===== src/rtl/seg_pkg.sv =====
// Shared constants for the seven-segment scan controller: digit codes,
// active-low glyph patterns {g..a} and the code-to-glyph lookup.
package seg_pkg;

    localparam logic [4:0] CODE_BLANK = 5'd16;
    localparam logic [4:0] CODE_DASH  = 5'd17;

    localparam logic [6:0] SEG_BLANK = 7'b1111111;
    localparam logic [6:0] SEG_DASH  = 7'b0111111;
    localparam logic [6:0] SEG_ERR   = 7'b1010101;

    // Hex glyphs, entry 15 (F) first so GLYPH_HEX[n] is digit n.
    localparam logic [15:0][6:0] GLYPH_HEX = {
        7'b0001110, 7'b0000110, 7'b0100001, 7'b1000110,
        7'b0000011, 7'b0001000, 7'b0010000, 7'b0000000,
        7'b1111000, 7'b0000010, 7'b0010010, 7'b0011001,
        7'b0110000, 7'b0100100, 7'b1111001, 7'b1000000
    };

    function automatic logic [6:0] glyph_lookup(input logic [4:0] code);
        logic [6:0] pattern;
        if (code < 5'd16)
            pattern = GLYPH_HEX[code[3:0]];
        else if (code == CODE_BLANK)
            pattern = SEG_BLANK;
        else if (code == CODE_DASH)
            pattern = SEG_DASH;
        else
            pattern = SEG_ERR;
        return pattern;
    endfunction

endpackage


===== src/rtl/seg_glyph_rom.sv =====
// Combinational digit-code to segment-pattern decode.
module seg_glyph_rom
    import seg_pkg::*;
(
    input  logic [4:0] code,
    output logic [6:0] pattern
);

    always_comb pattern = glyph_lookup(code);

endmodule


===== src/rtl/seg_scan_ctrl.sv =====
// Multiplexed seven-segment scanner: digit dwell timing, PWM brightness,
// per-digit blink and leading-zero suppression, with registered outputs.
module seg_scan_ctrl
    import seg_pkg::*;
#(
    parameter int NUM_DIGITS   = 4,
    parameter int DIV_LOG2     = 17,
    parameter int BLINK_FRAMES = 250
) (
    input  logic                    clk,
    input  logic                    rst,
    input  logic [5*NUM_DIGITS-1:0] digits,
    input  logic [NUM_DIGITS-1:0]   dp_in,
    input  logic [NUM_DIGITS-1:0]   blink_en,
    input  logic                    lz_suppress,
    input  logic [3:0]              brightness,
    output logic [6:0]              seg,
    output logic [NUM_DIGITS-1:0]   an,
    output logic                    dp,
    output logic                    frame_done
);

    localparam int IDX_W = $clog2(NUM_DIGITS);
    localparam int FRM_W = $clog2(BLINK_FRAMES + 1);

    logic [DIV_LOG2-1:0]   phase;
    logic [IDX_W-1:0]      idx;
    logic [FRM_W-1:0]      frame_cnt;
    logic                  blink_phase;

    logic                  phase_wrap;
    logic                  last_digit;
    logic                  frame_end;
    logic [4:0]            cur_code;
    logic [4:0]            rom_code;
    logic [6:0]            glyph;
    logic [NUM_DIGITS-1:0] lz_mask;
    logic                  lit;
    logic [NUM_DIGITS-1:0] an_next;
    logic                  dp_next;

    assign phase_wrap = &phase;
    assign last_digit = (idx == IDX_W'(NUM_DIGITS - 1));
    assign frame_end  = phase_wrap && last_digit;

    // lz_mask[i]: digit i is a zero with only zeros/blanks above it.
    always_comb begin
        logic lead;
        lz_mask = '0;
        lead    = 1'b1;
        for (int j = NUM_DIGITS - 1; j >= 1; j--) begin
            lz_mask[j] = lead && (digits[5*j +: 5] == 5'd0);
            lead       = lead && ((digits[5*j +: 5] == 5'd0) ||
                                  (digits[5*j +: 5] == CODE_BLANK));
        end
    end

    always_comb begin
        cur_code = digits[5*int'(idx) +: 5];
        rom_code = (lz_suppress && lz_mask[idx]) ? CODE_BLANK : cur_code;
    end

    seg_glyph_rom u_glyph_rom (
        .code    (rom_code),
        .pattern (glyph)
    );

    always_comb begin
        lit     = (phase[DIV_LOG2-1 -: 4] <= brightness) &&
                  !(blink_en[idx] && blink_phase);
        an_next = '1;
        dp_next = 1'b1;
        if (lit) begin
            an_next = ~(NUM_DIGITS'(1) << idx);
            dp_next = ~dp_in[idx];
        end
    end

    always_ff @(posedge clk) begin
        if (rst) begin
            phase       <= '0;
            idx         <= '0;
            frame_cnt   <= '0;
            blink_phase <= 1'b0;
            frame_done  <= 1'b0;
            seg         <= SEG_BLANK;
            an          <= '1;
            dp          <= 1'b1;
        end else begin
            phase      <= phase + 1'b1;
            frame_done <= frame_end;
            if (phase_wrap)
                idx <= last_digit ? '0 : idx + 1'b1;
            if (frame_end) begin
                if (frame_cnt == FRM_W'(BLINK_FRAMES - 1)) begin
                    frame_cnt   <= '0;
                    blink_phase <= ~blink_phase;
                end else begin
                    frame_cnt <= frame_cnt + 1'b1;
                end
            end
            seg <= glyph;
            an  <= an_next;
            dp  <= dp_next;
        end
    end

endmodule


===== config.mk =====
export PLATFORM = sky130hd
export DESIGN_NAME = seg_scan_ctrl
export DESIGN_NICKNAME = d
export VERILOG_FILES = /design/src/rtl/seg_pkg.sv /design/src/rtl/seg_glyph_rom.sv /design/src/rtl/seg_scan_ctrl.sv
export SDC_FILE = /design/constraint.sdc
export NUM_CORES = 1
export LEC_CHECK = 0
export CAP_MARGIN = 5
export CORE_MARGIN = 2
export CORE_UTILIZATION = 40
export CTS_CLUSTER_SIZE = 25
export DETAILED_ROUTE_END_ITERATION = 10
export PLACE_DENSITY = 0.63
export RECOVER_POWER = 100
export SKIP_LAST_GASP = 1
export SYNTH_ARGS = -nofsm -noshare
export SYNTH_HDL_FRONTEND = slang
export SYNTH_SLANG_ARGS = --single-unit

===== constraint.sdc =====
create_clock -name clk -period 3.77 [get_ports clk]
set_clock_uncertainty 0.15 [all_clocks]
set_input_delay 0.377 -clock clk [delete_from_list [all_inputs] [get_ports clk]]
set_output_delay 0.377 -clock clk [all_outputs]
set_load 0.01 [all_outputs]

==> flow_metrics.py <==
metrics = {
    "clocking": {
        "clk_path_buf_depth": 2,
        "post_cts_buffers": 0,
        "cts_resized": 0,
        "cts_root_buf": "clkbuf_8",
        "clock_latency_ns": 0.29,
        "cts-htree-levels": 2,
        "cts_tree": "done",
        "clkSinkCount": 41,
        "path_clk_slew_ns": 0.07,
        "ctsHoldBuffers": 0,
        "numCtsBuffers": 5,
    },
    "global_routing": {
        "grt.total_usage_pct": 14.9,
        "overflow": 0,
        "grt_max_degree": 19,
        "grt_pass1_vias": 1662,
        "grt_pass1_wl_mm": 7.27,
        "antenna_found_initial": 0,
    },
    "routing": {
        "via_per_inst": 4.88,
        "firstDrtPassIters": 4,
        "ant_nets": 0,
        "drt-wirelength-per-cell_um": 11.5,
        "drtIter0Drc": 89,
        "route.detailed.drc": 0,
        "num_vias": 1743,
        "drt-total-wl_mm": 4.11,
    },
    "final_layout": {
        "final_common_cell": "dfxtp_1",
        "layout_common_cells": "dfxtp_1, nor2_1, clkdlybuf4s50_1, ha_1",
        "fillers": 502,
        "area_delta_synth_final_pct": 28.1,
        "layout.nets": 338,
        "drive_above_1_share_pct": 5.96,
        "antenna_cells": 0,
        "layout.cells.non_filler": 357,
    },
    "timing": {
        "rsz0062_at_grt": "false",
        "final-setup-viol-count": 0,
        "clock.fmax_mhz": 330,
        "drv_slew": 0,
        "hold_viol": 0,
        "worst-slew-pin-transition_ns": 0.927,
        "fin_setup_tns_ns": 0,
        "fin_crit_ns": 3.03,
        "finalCritPeriodShare_pct": 80.4,
        "slew_headroom_pct": 37.7,
    },
    "die": {
        "die_h_um": 78.2,
        "core-area_um2": 5410,
        "fp-row-count": 27,
        "dieWidth_um": 78.2,
        "fp.dieArea_um2": 6110,
        "ios": 48,
        "initial_core_util_pct": 40.7,
    },
    "placed_design": {
        "gp_congestion": 0.784,
        "dp.cells": 349,
        "dp_hpwl_mm": 3.17,
        "io_buffers": 47,
    },
    "synthesis": {
        "yosys_warnings": 0,
        "syn_inst": 234,
        "ys_seq_area_share_pct": 37.3,
        "ys_ff_latch": 41,
        "syn_area_um2": 2200,
        "syn_nets": 288,
        "synth.avg_cell_area_um2": 9.41,
        "synth.distinct_cells": 40,
    },
    "pwr": {
        "netSwitchingFraction_pct": 23.6,
        "pwr-share-clk_pct": 33.4,
        "p_int_mw": 0.633,
        "p_leak_nw": 1.06,
        "comb_power_share_pct": 12.8,
        "cellPowerDensity_nw_per_um2": 294,
        "ir_drop_mv": 0.172,
        "switchingPower_mw": 0.196,
        "p_seq_share_pct": 53.7,
    },
    "outcome": {
        "outcome": "complete, no violations",
    },
    "worst_setup_path": {
        "criticalPathCategory": "reg2reg",
        "crit_path_max_fanout": 7,
        "worstSetupStartpointType": "register",
        "worst_setup_path_end_kind": "register",
        "crit_start": "phase[0]",
        "reg2reg_from": "phase[0]",
        "arrival_ns": 3.05,
        "cp.required_ns": 3.79,
    },
    "worst_hold_path": {
        "hold_path_class": "reg2reg",
        "hp-start": "phase[0]",
    },
    "job": {
        "max-cap-violations": 0,
    },
}
[critical path, cell delays in order (launching register included)]
cell and delay, ns:
dfxtp_1 0.37, ha_1 0.19, and3_1 0.22, nand4_1 0.20, nor3_1 0.27, and3_1 0.21, ha_1 0.26, nand2_1 0.17
nor4_1 0.41, or2_0 0.37, nor2_1 0.09
[synthesized netlist by cell type (all sizes together)]
master,n,area (um^2)
a22o,1,8.76
nor3,6,30.0
ha,19,238
dfxtp,41,821
or3,2,12.5
nor2,34,130
or2,3,18.8
a2bb2oi,1,8.76
and4bb,1,12.5
o31ai,1,12.5
mux4,8,195
mux2,2,22.5
and2,2,12.5
and3,6,37.5
o21ai,6,30.0
buf,3,20.0
nor2b,5,31.3
o211ai,2,15.0
nand2b,1,6.26
and4,1,8.76
xnor2,13,114
mux2i,2,20.0
o21a,3,22.5
a21oi,10,50.1
inv,15,56.3
and2b,1,7.51
clkbuf,3,11.3
a22oi,4,35.0
nand2,10,37.5
nor4,3,18.8
nand3,13,65.1
nand4,5,31.3
xor2,7,61.3
[worst paths after layout]
kind | cells past startpoint | end | slack (ns)
setup reg to reg | 10 | frame_cnt[4] | 0.74
hold / removal | 1 | phase[0] | 0.32
hold reg to reg | 1 | phase[0] | 0.32
setup / recovery | 10 | frame_cnt[4] | 0.74
[stage by stage]
stage / utilization (%) / instance area (um^2) / power (mW) / setup WS (ns) / hold WS (ns)
CTS: 52.4 / 2830 / 0.845 / 0.885 / 0.321
detailed placement: 50.8 / 2750 / 0.567 / 0.916 / 0.303
global placement: 50.8 / 2750 / 0.566 / 0.985 / 0.293
finish: 52.2 / 2820 / 0.829 / 0.740 / 0.317
floorplan: - / 2200 / 0.507 / 1.06 / 0.276
global route: 52.2 / 2820 / 0.874 / 0.341 / 0.351
[routing by layer]
layer / track usage, % / vias to the layer above / part of all wire [%]
met4: 5.79 / 0 / 1.5
met2: 24.1 / 34 / 44
met1: 18.9 / 786 / 51
met3: 4.02 / 6 / 4.2
li1: - / 917 / -
met5: 0 / - / 0
[final cells by class]
cell class                      count  area (um^2)  share of cell area [%]
Timing Repair Buffer               49          482                    17.1
Clock buffer                        5         68.8                    2.44
Clock inverter                      3         17.5                   0.621
Sequential cell                    41          821                    29.1
Tap cell                           72         90.1                    3.19
Multi-Input combinational cell    172         1290                    45.6
Inverter                           15         56.3                    2.00
[flip-flops by register name, indices dropped and copies added, names as in the netlist]
signal       cells
seg              7
dp               1
frame_cnt        8
an               4
blink_phase      1
frame_done       1
phase           17
idx              2
[cell families after synthesis]
family	share of synthesized area [%]
AO/OA/AOI/OAI	8.30
AND/OR/NAND/NOR	20.9
buffers and inverters	3.98
adder cells (fa/ha/maj)	10.8
multiplexers	10.8
XOR/XNOR	7.95
flip-flops	37.3
[power groups by stage]
stage               Sequential (mW)  Combinational (mW)  Clock [mW]
global route                  0.447               0.118       0.310
floorplan                     0.460              0.0473           0
detailed placement            0.456               0.111           0
finish                        0.446               0.107       0.277
CTS                           0.446               0.112       0.287
global placement              0.456               0.110           0
Power figures use the tool's default switching activity.
